**config.mk**
```make
export PLATFORM = sky130hd
export DESIGN_NAME = hazard_stall_unit
export DESIGN_NICKNAME = d
export VERILOG_FILES = /design/src/rtl/hazard_stall_unit_pkg.sv /design/src/rtl/hazard_stall_unit_md_counter.sv /design/src/rtl/hazard_stall_unit.sv
export SDC_FILE = /design/constraint.sdc
export NUM_CORES = 1
export LEC_CHECK = 0
export BUFFER_PORTS_ARGS = -buffer_cell sky130_fd_sc_hd__buf_4
export CAP_MARGIN = 5
export CORE_MARGIN = 1
export CORE_UTILIZATION = 52
export CTS_CLUSTER_DIAMETER = 50
export DETAILED_ROUTE_END_ITERATION = 12
export GPL_ROUTABILITY_DRIVEN = 0
export PLACE_DENSITY = 0.77
export SLEW_MARGIN = 20
export SYNTH_ARGS = -nofsm -noshare
export SYNTH_HDL_FRONTEND = slang
export SYNTH_SLANG_ARGS = --single-unit
```
**constraint.sdc**
```tcl
create_clock -name clk -period 2.8 [get_ports clk]
set_input_delay 0.14 -clock clk [delete_from_list [all_inputs] [get_ports clk]]
set_output_delay 0.14 -clock clk [all_outputs]
set_load 0.005 [all_outputs]
```
**src/rtl/hazard_stall_unit_pkg.sv**
```systemverilog
// Shared types and constants for the front-end hazard/stall control slice.
package hazard_stall_unit_pkg;

    typedef enum logic {
        ST_RUN     = 1'b0,
        ST_MD_BUSY = 1'b1
    } state_e;

    // Control vector order: {PC_Write, IF_ID_Hold, IF_ID_Flush, ID_EX_Bubble}
    localparam logic [3:0]  CTRL_NOP     = 4'b0000;
    localparam int          REG_W_DEF    = 5;
    localparam logic [31:0] PC_RESET_VEC = 32'h0040_0000;

endpackage

```
**src/rtl/hazard_stall_unit_md_counter.sv**
```systemverilog
// Load/decrement occupancy counter; done flags the last MD_BUSY cycle.
module md_occupancy_counter #(
    parameter int LATENCY = 4
) (
    input  logic clk,
    input  logic reset,
    input  logic load,
    input  logic dec,
    output logic done
);
    localparam int CW = $clog2(LATENCY + 1);

    logic [CW-1:0] count_d, count_q;

    always_comb begin
        count_d = count_q;
        if (load)
            count_d = CW'(LATENCY - 1);
        else if (dec && count_q != '0)
            count_d = count_q - 1'b1;
    end

    always_ff @(posedge clk) begin
        if (reset) count_q <= '0;
        else       count_q <= count_d;
    end

    assign done = (count_q == CW'(1));

endmodule

```
**src/rtl/hazard_stall_unit.sv**
```systemverilog
// PC/IF-ID/ID-EX stall and flush control with mult/div occupancy, fetch watchdog and stall statistics.
module hazard_stall_unit
    import hazard_stall_unit_pkg::*;
#(
    parameter int REG_W      = REG_W_DEF,
    parameter int MD_LATENCY = 4,
    parameter int TIMEOUT    = 64,
    parameter int CNT_W      = 16
) (
    input  logic             clk,
    input  logic             reset,
    input  logic             ID_EX_MemRead,
    input  logic [REG_W-1:0] ID_EX_RegisterRt,
    input  logic [REG_W-1:0] IF_ID_RegisterRs,
    input  logic [REG_W-1:0] IF_ID_RegisterRt,
    input  logic             ID_MultDiv,
    input  logic             BranchTaken,
    input  logic             IMem_Ready,
    output logic             PC_Write,
    output logic             IF_ID_Hold,
    output logic             IF_ID_Flush,
    output logic             ID_EX_Bubble,
    output logic             MD_Busy,
    output logic             Fetch_Timeout,
    output logic [CNT_W-1:0] Stall_Count
);
    localparam int WW = $clog2(TIMEOUT + 1);

    state_e           state_d, state_q;
    logic [3:0]       ctrl;
    logic             lu, md_load, md_dec, md_done;
    logic [WW-1:0]    wait_d, wait_q;
    logic             timeout_d, timeout_q;
    logic [CNT_W-1:0] cnt_d, cnt_q;

    assign lu = ID_EX_MemRead && (ID_EX_RegisterRt != '0) &&
                ((ID_EX_RegisterRt == IF_ID_RegisterRs) || (ID_EX_RegisterRt == IF_ID_RegisterRt));

    // A branch seen while MD_BUSY is illegal and simply falls through to the MD hold.
    always_comb begin
        ctrl = CTRL_NOP;
        if (reset)
            ctrl = CTRL_NOP;
        else if (state_q == ST_RUN && BranchTaken)
            ctrl = 4'b0011;
        else if (state_q == ST_MD_BUSY)
            ctrl = 4'b1101;
        else if (lu)
            ctrl = 4'b1101;
        else if (!IMem_Ready)
            ctrl = 4'b1010;
    end

    assign {PC_Write, IF_ID_Hold, IF_ID_Flush, ID_EX_Bubble} = ctrl;

    always_comb begin
        state_d = state_q;
        md_load = 1'b0;
        md_dec  = 1'b0;
        case (state_q)
            ST_RUN: begin
                if (ID_MultDiv && !lu && !BranchTaken) begin
                    state_d = ST_MD_BUSY;
                    md_load = 1'b1;
                end
            end
            ST_MD_BUSY: begin
                md_dec = 1'b1;
                if (md_done) state_d = ST_RUN;
            end
            default: state_d = ST_RUN;
        endcase
    end

    md_occupancy_counter #(.LATENCY(MD_LATENCY)) u_md_cnt (
        .clk   (clk),
        .reset (reset),
        .load  (md_load),
        .dec   (md_dec),
        .done  (md_done)
    );

    always_comb begin
        if (IMem_Ready)
            wait_d = '0;
        else if (wait_q == WW'(TIMEOUT))
            wait_d = wait_q;
        else
            wait_d = wait_q + 1'b1;
        timeout_d = timeout_q || (wait_d == WW'(TIMEOUT));
        cnt_d     = (PC_Write && cnt_q != '1) ? cnt_q + 1'b1 : cnt_q;
    end

    always_ff @(posedge clk) begin
        if (reset) begin
            state_q   <= ST_RUN;
            wait_q    <= '0;
            timeout_q <= 1'b0;
            cnt_q     <= '0;
        end else begin
            state_q   <= state_d;
            wait_q    <= wait_d;
            timeout_q <= timeout_d;
            cnt_q     <= cnt_d;
        end
    end

    assign MD_Busy       = (state_q == ST_MD_BUSY);
    assign Fetch_Timeout = timeout_q;
    assign Stall_Count   = cnt_q;

endmodule

```
After elaboration in Yosys (flattened, before gate mapping)
Index checks and enable logic that the tools add are counted.

Register bits: 28. Bits in latches: 0. RAM bits: 0. ROM bits: 0. Input port bits: 21. Output and inout bits: 22. Memories kept: 0.

$add $sub $neg: 3. Multiply operators: 0. Div/mod/pow operators: 0. Magnitude comparators: 0. Eq/ne operators: 6. Shifts and indexed selects: 0. Multiplexer cells: 14. Bitwise logic cells: 1. Reductions and logical operators: 15.

Operator list (count): $mux 4 (5); $add 16x1->16 const B (1); $ne 16x16->1 const B (1); $eq 7x7->1 const B (2); $mux 7 (2); $eq 5x5->1 (2); $add 7x1->7 const B (1); $logic_and 1x1->1 (7); $reduce_bool 5->1 (1); $mux 1 (4); $mux 2 (2); $eq 3x1->1 const B (1); $reduce_bool 3->1 (1); $sub 3x1->3 const B (1); $logic_not 1->1 (2); $logic_or 1x1->1 (2); $pmux 1 s2 (1); $reduce_bool 2->1 (1); $reduce_or 2->1 (1); $not 1->1 (1).

Depth between registers and ports, before layout
Gate-level depths: netlist of run 1.

Depth after elaboration: 9. Mapped depth: 8.

Cells and area by module
From an unflattened synthesis of run 1, not the netlist that was laid out.

Cell total of the unflattened synthesis: 201. Area total of the unflattened synthesis: 1691.6 µm².

Modules (own cells, without submodules): hazard_stall_unit (times used 1, cells each 181, area an instance 1487.7 µm²); md_occupancy_counter (times used 1, cells each 20, area an instance 203.9 µm²).

Worst setup path before layout of run 1
Ideal clock, no wire load.

Kind: register -> register. Start point: register cnt_q[0], in the netlist Stall_Count[0]. End point: register cnt_q[8], in the netlist Stall_Count[8]. Library setup time: 68 ps. Arrival time: 1902 ps. Slack: 830 ps. Cell stages (with the launch flop): 8. Buffers on the path: 1. Path through: dfxtp_1 -> ha_1 -> nand2_1 -> nor4_4 -> or2_2 -> buf_4 -> or4_1 -> a21oi_2.

Cells in the longest elaborated chain, start to end: 2. Elaborated cells between the ends (all ways): 3. Classes of those cells: add/sub (1); eq/ne (1); reduce/logical (1).

Ends and longest elaborated chain: start: declaration (RTL line hazard_stall_unit.sv:34) `logic [CNT_W-1:0] cnt_d, cnt_q;`; start signal: assignment (RTL line hazard_stall_unit.sv:104) `cnt_q <= cnt_d;`; branches (longest 2 deep; another with $add 16x1->16).

Several ways; the timed one is not identified. A chain may end at the register's enable or synchronous reset.

Final worst setup path of run 1
Start point: register cnt_q[4], in the netlist Stall_Count[4]. End point: register cnt_q[10], in the netlist Stall_Count[10].

The elaborated chain is that of the path after synthesis.

==> reports/metrics.cfg, run 1 <==
[synthesis]
synthesis.nets=222
synth-main-ff-cell=dfxtp_1
share_of_flip_flops_with_an_asynchronous_set_or_reset=0
synthesis.area_um2=1680
synth.lib_cells_used.distinct=46
synth-edff-count=0
synth.yosys.seq_area_share=0.333
synth-warning-count=0
yosys_register_bits=28
synthesized_area_per_cell_um2=8.63
synth_cells=195

[grt]
grt_util_all_layers=0.241
grt_first_pass_wirelength_um=6550
globalRoute.totalOverflow=0
grt_start_max_net_pins=30
initial_antenna_violation_count=0
grt_pass1_vias=1516

[final_layout]
antenna_cells_inserted=0
flow.area_growth_from_synthesis_pct=22.0
final_layout_size_suffix_gt1_frac=0.263
layout.cells.most_common_list=buf_4 (43), dfxtp_1 (28), nor2_1 (21)
most_common_cell_after_layout_fill_and_taps_aside=buf_4
nets=264

[pwr]
share_seq_of_total_power=0.557
power_uw=757
pwr_density_cell_nw_per_um2=369
switching_power_uw=202
clock_power_share=0.264
cellLeakagePower_uw=0.000787
share_comb_of_total_power=0.179
ir_drop_mv=0.171
switching_share=0.266
cell_internal_pwr_uw=556

[critical_path]
worst_path_largest_cell_delay_ns=0.44
critPathArrivalTime_ns=2.37
r2r_setup_slack_ns=0.67
worst-path-max-fanout=12
crit_path_end_kind=flip-flop
reg2reg_depth=6
worstPathCellList=and4_1 -> nand3_2 -> nor4_4 -> or2_2 -> nor4_2 -> mux2_4
crit_required_ns=3.04
worst_setup_path_startpoint=Stall_Count[4]$_SDFFE_PP0P_
crit-reg2reg-capture=Stall_Count[10]$_SDFFE_PP0P_
worstSetupEndpoint=Stall_Count[10]$_SDFFE_PP0P_
cp-start-kind=flip-flop
crit_type=flip-flop to flip-flop
cpMaxStageDelayCell=dfxtp_1
crit-reg2reg-launch=Stall_Count[4]$_SDFFE_PP0P_

[detailed_routing]
number_of_violations_reported_at_the_end_of_detailed_routing_iteration_0=75
drc=0
vias_post_dr=1580
dr.pass1.iters=4
detail-route-antenna-nets=0
wl_per_cell_um=13.2
vias_per_cell=5.64
detail_route.wirelength_um=3710

[sta]
postLayoutSetupSlackWorst_ns=0.671
min_period_ns=2.13
timing.fmax_mhz=470
timing.max_slew.rel_slack=0.754
hold_violations=0
finalCritPeriodShare=0.760
rsz_0062_raised_after_global_routing=false
slew_violations=0
worst_slew_pin_slew_ns=0.367
setup_total_negative_slack_ns=0
setup_viol_count_final=0
skew_final_ns=0.00171

[die]
floorplan.die_area_um2=3470
chipHeight_um=58.9
core_um2=3050
fp-row-count=20
dieWidth_um=58.9
initial_standard_cell_utilization_of_the_core=0.551
pin_count=43

[clocking]
cts_resized=0
clkSinkCount=28
clk_pin_slew_ns=0.15
clk_root_buffer_cell=clkbuf_4
cts_hold_repair.buffers=1
numCtsBuffers=3
cts_tree=done
cts.repair_timing.setup_buffer_count=0
worst_skew_pair.late_latency_ns=0.33
max-clock-path-buffers=2
cts.htree.levels=1

[run]
maxCapViolations=0

[placement]
pre_cts_slack_ns=0.653
io_buffers=42
detailed_place_hpwl_um=2820

[worst_hold_path]
min-delay-path-class=input pin to flip-flop

[outcome]
outcome=finished, final reports clean

## metal layers
layer,vias up,GRT usage,share of wire,wire length (µm)
met1,753,0.307,0.45,1680
met3,7,0.0264,0.028,105
met2,28,0.430,0.51,1880
met5,-,0,0,0
li1,792,-,-,-
met4,0,0.0612,0.012,45
## synthesized netlist by cell type (all sizes together), types with 2 or more instances
cell    number  area [µm²]
nand2       12        45.0
or2          3        18.8
xor2         2        17.5
nand3       14        75.1
or4          9        67.6
nor3         6        30.0
o21ai        3        18.8
nand4        4        25.0
o41ai        2        17.5
ha           6        75.1
buf          5        46.3
dfxtp       28         561
o311ai       3        26.3
and3         2        12.5
xnor2       15         131
o31ai        8        60.1
o211ai       2        15.0
nor2        21        78.8
clkbuf       2        7.51
nor4         3        46.3
or3          2        12.5
inv         11        41.3
mux2         4        52.6
a21oi       15        86.3
nor2b        3        18.8
## power by group through the flow
stage | Combinational [µW] | Sequential [µW] | Clock [µW]
finish | 136 | 422 | 200
global route | 152 | 424 | 220
CTS | 137 | 421 | 204
detailed placement | 135 | 430 | 0
global placement | 129 | 429 | 0
floorplan | 86.7 | 427 | 0
## per-stage QoR
step / hold WS, ns / util / cells / area [µm²]
global route: 0.152 / 0.673 / 280 / 2050
floorplan: 0.217 / - / 195 / 1680
CTS: 0.139 / 0.673 / 280 / 2050
global placement: 0.360 / 0.657 / 275 / 2010
detailed placement: 0.363 / 0.657 / 275 / 2010
finish: 0.142 / 0.673 / 280 / 2050
## logic make-up after synthesis
group | after synthesis | synth area share
AO/OA/AOI/OAI | 39 | 0.169
adder cells (fa/ha/maj) | 6 | 0.0446
buffers and inverters | 18 | 0.0565
flip-flops | 28 | 0.333
multiplexers | 5 | 0.0372
AND/OR/NAND/NOR | 82 | 0.271
XOR/XNOR | 17 | 0.0885
## flip-flops by register name (all words and copies together) (netlist names)
signal and flops:
Stall_Count 16, wait_q 7, u_md_cnt.count_q 3, Fetch_Timeout 1, MD_Busy 1
## worst max-delay path: cells and delay by family (launching register included)
family | cells | cell delay [ns]
flops | 1 | 0.44
mux | 1 | 0.30
simple gates | 5 | 1.30
## cell type report
type	instances	area, µm²
clock buffer	4	36.3
fill	281	1000
inverter	11	41.3
multi-input combinational	149	1030
sequential	28	561
tap	44	55.1
timing repair buffer	44	333
## how the worst min path moves through the flow
stage	start	to	slack [ns]	cells after the start
final	ID_MultDiv	MD_Busy$_SDFF_PP0_	0.14	3
after global routing	ID_MultDiv	MD_Busy$_SDFF_PP0_	0.15	3
after CTS	ID_MultDiv	u_md_cnt.count_q[1]$_SDFFE_PP0P_	0.14	3
after detailed placement	IMem_Ready	wait_q[1]$_SDFF_PP0_	0.36	2
after global placement	IMem_Ready	wait_q[0]$_SDFF_PP0_	0.36	2
after floorplan	IMem_Ready	wait_q[0]$_SDFF_PP0_	0.22	1
(Power assumes the default switching activity.)
==> run 2, diff against run 1 <==
CORE_UTILIZATION = 47   (was 52)
PLACE_DENSITY = 0.73   (was 0.77)
clock period = 1.7 ns   (was 2.8 ns; I/O delays follow)
==> run 2 against run 1 <==
  * The run now ends with setup timing left
  * Fmax is 19% higher
  * Die area is 10% higher
  * Non-clock buffer count is 33 higher
  * Clock power is 63% higher
  * Via count is 4.2% higher
  * Sequential power is 63% higher
  * First-iteration DRC count is 51% higher
  * Global-route usage is 3.5 points lower
  * Total power is 71% higher
  * Critical path type unchanged
  * Largest cell class unchanged
==> reports/metrics.cfg, run 2 (synthesis results as in run 1) <==
[pwr]
switching_share=0.265  ; -0.00160
ir_drop_mv=0.508  ; +200%
share_seq_of_total_power=0.532  ; -0.025
switching_power_uw=343  ; +70%
share_comb_of_total_power=0.215  ; +0.036
clock_power_share=0.253  ; -0.011
cellLeakagePower_uw=0.00100  ; +27%
power_uw=1290  ; +71%
pwr_density_cell_nw_per_um2=532  ; +44%
cell_internal_pwr_uw=952  ; +71%

[clocking]
clkSinkCount=28  ; unchanged
cts.htree.levels=1  ; unchanged
cts_tree=done
numCtsBuffers=3  ; unchanged
clk_pin_slew_ns=0.16  ; about the same
worst_skew_pair.late_latency_ns=0.33  ; about the same
max-clock-path-buffers=2  ; unchanged
clk_root_buffer_cell=clkbuf_4

[grt]
grt_util_all_layers=0.206  ; -0.0346
globalRoute.totalOverflow=0  ; unchanged
grt_pass1_vias=1396  ; -7.9%
grt_start_max_net_pins=26  ; -13%
initial_antenna_violation_count=0  ; unchanged
grt_first_pass_wirelength_um=5990  ; -8.5%

[final_layout]
final_layout_size_suffix_gt1_frac=0.450  ; +0.187
flow.area_growth_from_synthesis_pct=44.7
layout.area.seq_um2=577  ; +2.9%
layout.cells.most_common_list=buf_4 (73), dfxtp_1 (19), nor2_1 (18)
largest_register_ffs=16  ; unchanged
finalInstanceArea_um2=2430  ; +19%
antenna_cells_inserted=0  ; unchanged
most_common_cell_after_layout_fill_and_taps_aside=buf_4
fillCellCount=255  ; -9.3%
multi_input_area_um2=1130  ; +9.7%
nets=297  ; +13%

[outcome]
outcome=complete, but fails checks
failed_checks=setup timing

[detailed_routing]
wl_per_cell_um=12.5  ; -5.3%
vias_per_cell=5.23  ; -7.4%
detail_route.wirelength_um=3950  ; +6.6%
drc=0  ; unchanged
vias_post_dr=1646  ; +4.2%
number_of_violations_reported_at_the_end_of_detailed_routing_iteration_0=113  ; +51%
dr.pass1.iters=4  ; unchanged
detail-route-antenna-nets=0  ; unchanged

[placement]
io_buffers=42  ; unchanged
postPlaceCellArea_um2=2270  ; +13%
detailed_place_hpwl_um=2900  ; +2.8%

[sta]
rsz_0062_raised_after_global_routing=true
postLayoutSetupSlackWorst_ns=-0.0894  ; -0.760 ns
min_period_ns=1.79  ; -0.340 ns
skew_final_ns=0.0131  ; +0.0114 ns
slew_violations=0  ; unchanged
fin_hold_ws_ns=0.0860  ; -0.0561 ns
hold_violations=0  ; unchanged
finalCritPeriodShare=1.05  ; +0.292
timing.max_slew.rel_slack=0.787  ; +0.0336
timing.fmax_mhz=559  ; +19%
setup_viol_count_final=1  ; +1
setup_total_negative_slack_ns=-0.0894  ; -0.0894 ns
worst_slew_pin_slew_ns=0.315  ; -0.0516 ns

[critical_path]
crit_type=flip-flop to flip-flop
cp-start-kind=flip-flop
crit_required_ns=1.93  ; -1.11 ns
crit_path_end_kind=flip-flop
r2r_setup_slack_ns=-0.09  ; -0.76 ns
worst-path-max-fanout=3  ; -9
critPathArrivalTime_ns=2.02  ; -0.35 ns

[die]
floorplan.die_area_um2=3820  ; +10%
chipHeight_um=61.8  ; +5.0%
core_um2=3390  ; +11%
fp-row-count=21  ; +5.0%
initial_standard_cell_utilization_of_the_core=0.496  ; -0.0547
pin_count=43  ; unchanged
dieWidth_um=61.8  ; +5.0%

[worst_hold_path]
min-delay-path-class=input pin to flip-flop

[run]
maxCapViolations=0  ; unchanged

## run 2: power by group through the flow
| stage | combinational, µW | sequential (µW) | clock, µW |
|---|---|---|---|
| after CTS | 268 | 689 | 339 |
| after global placement | 257 | 702 | 0 |
| after detailed placement | 260 | 703 | 0 |
| after global routing | 313 | 691 | 365 |
| after floorplan | 148 | 707 | 0 |
| final | 278 | 689 | 327 |
## run 2: final timing paths
kind / from / end / cells past startpoint
worst max-delay path: wait_q[5]$_SDFF_PP0_ / Fetch_Timeout$_SDFF_PP0_ / 5
worst min-delay path: reset / Stall_Count[8]$_SDFFE_PP0P_ / 2
worst max register to register: wait_q[5]$_SDFF_PP0_ / Fetch_Timeout$_SDFF_PP0_ / 5
worst min register to register: Stall_Count[15]$_SDFFE_PP0P_ / Stall_Count[15]$_SDFFE_PP0P_ / 2
## run 2: metal layers
metal,wire length (µm),share of wire,track usage,vias up
met3,222,0.056,0.0228,2
met5,0,0,0,-
met4,26,0.0066,0.0476,0
met2,1800,0.46,0.343,39
met1,1900,0.48,0.287,745
li1,-,-,-,860
## run 2: metrics by stage
step / utilization / worst slack, ns / instances
finish: 0.718 / -0.0894 / 315
floorplan: - / -0.114 / 195
global placement: 0.671 / -0.205 / 305
detailed placement: 0.671 / -0.222 / 305
CTS: 0.688 / -0.0884 / 311
global route: 0.718 / -0.131 / 315
## run 2: worst max-delay path, stage by stage, from the launching register on
cell	delay (ns)
dfxtp_2	0.35
or3_4	0.38
or2_1	0.23
or2_4	0.27
a311o_1	0.31
a22o_1	0.17
## run 2: layout make-up
cell class	count	area share
Multi-Input combinational cell	149	0.463
Inverter	11	0.0170
Clock buffer	4	0.0149
Tap cell	46	0.0236
Timing Repair Buffer	77	0.245
Sequential cell	28	0.237
## run 2: repair_timing
item | 4_1_cts | 5_1_grt
hold buffers | 1 | 0
cloned | 0 | 0
buffers inserted | 1 | 4
setup endpoints to repair | 3 | 19
endpoints found under the hold margin | 3 | 0
gates resized for setup | 1 | 21
pin swaps | 1 | 8
==> run 3, diff against run 2 <==
CORE_UTILIZATION = 30   (was 47)
MAX_ROUTING_LAYER = met4   (was default)
PLACE_DENSITY = 0.5   (was 0.73)
==> run 3 against run 2 <==
  * Critical endpoint unchanged
  * The flow still finishes with violations (setup timing)
  * Setup slack better by 0.074 ns
  * Wire length up 11%
  * Fmax up 4.3%
==> reports/metrics.cfg, run 3 (synthesis results as in run 1) <==
[outcome]
outcome=complete, but fails checks
failed_checks=setup timing

[clocking]
numCtsBuffers=3  ; unchanged
worst_skew_pair.late_latency_ns=0.28  ; -0.05 ns
clk_pin_slew_ns=0.10  ; -0.06 ns
cts.htree.levels=1  ; unchanged
cts_tree=done
max-clock-path-buffers=2  ; unchanged
cts_hold_repair.buffers=0  ; -1
clk_root_buffer_cell=clkbuf_8
clkSinkCount=28  ; unchanged

[sta]
worst_slew_pin_slew_ns=0.328  ; +0.0132 ns
slew_violations=0  ; unchanged
postLayoutSetupSlackWorst_ns=-0.0155  ; +0.0738 ns
timing.max_slew.rel_slack=0.781  ; -0.00635
min_period_ns=1.72  ; -0.0738 ns
hold_violations=0  ; unchanged
timing.fmax_mhz=583  ; +4.3%
skew_final_ns=0.00390  ; -0.00923 ns
rsz_0062_raised_after_global_routing=true
finalCritPeriodShare=1.01  ; -0.0434
setup_viol_count_final=1  ; unchanged

[final_layout]
flow.area_growth_from_synthesis_pct=52.0
most_common_cell_after_layout_fill_and_taps_aside=buf_4
final_layout_size_suffix_gt1_frac=0.473  ; +0.0229
finalInstanceArea_um2=2560  ; +5.1%
fillCellCount=543  ; +110%
finalNonFillerCells=345  ; +9.5%
antenna_cells_inserted=0  ; unchanged
nets=303  ; +2.0%
layout.cells.most_common_list=buf_4 (79), dfxtp_1 (19), nor2_1 (17)
largest_register_ffs=16  ; unchanged

[critical_path]
critPathArrivalTime_ns=1.90  ; -0.12 ns
worstPathCellList=or3_4 -> or2_1 -> or2_1 -> a311o_1 -> a22o_1
crit_required_ns=1.88  ; -0.05 ns
worst_path_most_repeated_cell=or2_1
worst_path_largest_cell_delay_ns=0.37  ; about the same
worst-path-max-fanout=2  ; -1
crit_path_end_kind=flip-flop
cpMaxStageDelayCell=or3_4
crit_type=flip-flop to flip-flop
cp-start-kind=flip-flop

[pwr]
ir_drop_mv=0.255  ; -50%
cellLeakagePower_uw=0.00106  ; +5.3%
pwr_density_cell_nw_per_um2=551  ; +3.6%

[die]
fp-row-count=26  ; +24%
dieWidth_um=76.9  ; +24%
chipHeight_um=76.9  ; +24%
core_um2=5240  ; +55%
pin_count=43  ; unchanged
floorplan.die_area_um2=5910  ; +55%
initial_standard_cell_utilization_of_the_core=0.321  ; -0.175

[detailed_routing]
vias_per_cell=4.83  ; -7.6%
wl_per_cell_um=12.7  ; +1.2%
detail-route-antenna-nets=0  ; unchanged
vias_post_dr=1665  ; +1.2%
detail_route.wirelength_um=4380  ; +11%
dr.pass1.iters=4  ; unchanged
number_of_violations_reported_at_the_end_of_detailed_routing_iteration_0=47  ; -58%
drc=0  ; unchanged

[placement]
io_buffers=42  ; unchanged
placed_cells=335  ; +9.8%
detailed_place_hpwl_um=3220  ; +11%
postPlaceCellArea_um2=2350  ; +3.3%

[grt]
globalRoute.totalOverflow=0  ; unchanged
grt_pass1_vias=1654  ; +18%
grt_start_max_net_pins=16  ; -38%
grt_first_pass_wirelength_um=7600  ; +27%
grt_util_all_layers=0.163  ; -0.0426
initial_antenna_violation_count=0  ; unchanged

[run]
maxCapViolations=0  ; unchanged

[worst_hold_path]
min-delay-path-class=input pin to flip-flop

run 3: changes by cell type in the layout (fill, tap and decap cells not counted), moves of 2 or more:
cell,delta
clkbuf_4,-3
xnor2_1,-2
clkbuf_8,+3
buf_4,+6
xnor2_2,+2
run 3: stage by stage:
step	hold WS (ns)	power, µW	utilization	worst slack, ns	TNS, ns
floorplan	0.162	855	-	-0.114	-0.248
global placement	0.314	974	0.448	-0.226	-2.21
detailed placement	0.315	975	0.448	-0.256	-2.41
CTS	0.00544	1420	0.468	-0.0333	-0.0517
global route	0.00854	1490	0.489	-0.113	-0.315
finish	0.0109	1410	0.489	-0.0155	-0.0155
run 3: what timing repair did:
action | in CTS | in global routing
pin swaps | 5 | 8
cloned | 0 | 1
resized for setup | 8 | 18
setup endpoints to repair | 4 | 17
setup buffers | 2 | 3
run 3: report_power, final:
group	internal, µW	switching [µW]	total (µW)	leakage, µW
Sequential	673	13.9	687	0.000232
Clock	208	218	426	0.0000288
Combinational	155	141	296	0.000796
run 3: per-layer routing:
layer / GRT usage / routed length (µm) / vias up
met2: 0.256 / 1990 / 26
met3: 0.0238 / 137 / 5
met5: - / 0 / -
met4: 0.0519 / 48 / 0
met1: 0.215 / 2210 / 762
li1: - / - / 872
run 3: path summary, 6_finish.rpt:
check / startpoint / end / slack, ns / cells after the start
min reg2reg: Fetch_Timeout$_SDFF_PP0_ / Fetch_Timeout$_SDFF_PP0_ / 0.51 / 1
min: IMem_Ready / wait_q[0]$_SDFF_PP0_ / 0.01 / 2
max reg2reg: wait_q[3]$_SDFF_PP0_ / Fetch_Timeout$_SDFF_PP0_ / -0.02 / 5
max: wait_q[3]$_SDFF_PP0_ / Fetch_Timeout$_SDFF_PP0_ / -0.02 / 5
run 3: worst max-delay path, delay by kind of cell, from the launching register on:
kind,cells,cell delay (ns)
compound gates,2,0.46
simple gates,3,0.82
flops,1,0.33
run 3: final cells by class:
cell class / count / area, µm² / share of cell area
inverters: 11 / 41.3 / 0.0161
multi-input cells: 150 / 1170 / 0.458
clock buffers: 4 / 55.1 / 0.0215
well taps: 70 / 87.6 / 0.0342
flip-flops and latches: 28 / 577 / 0.225
repair buffers: 82 / 627 / 0.245
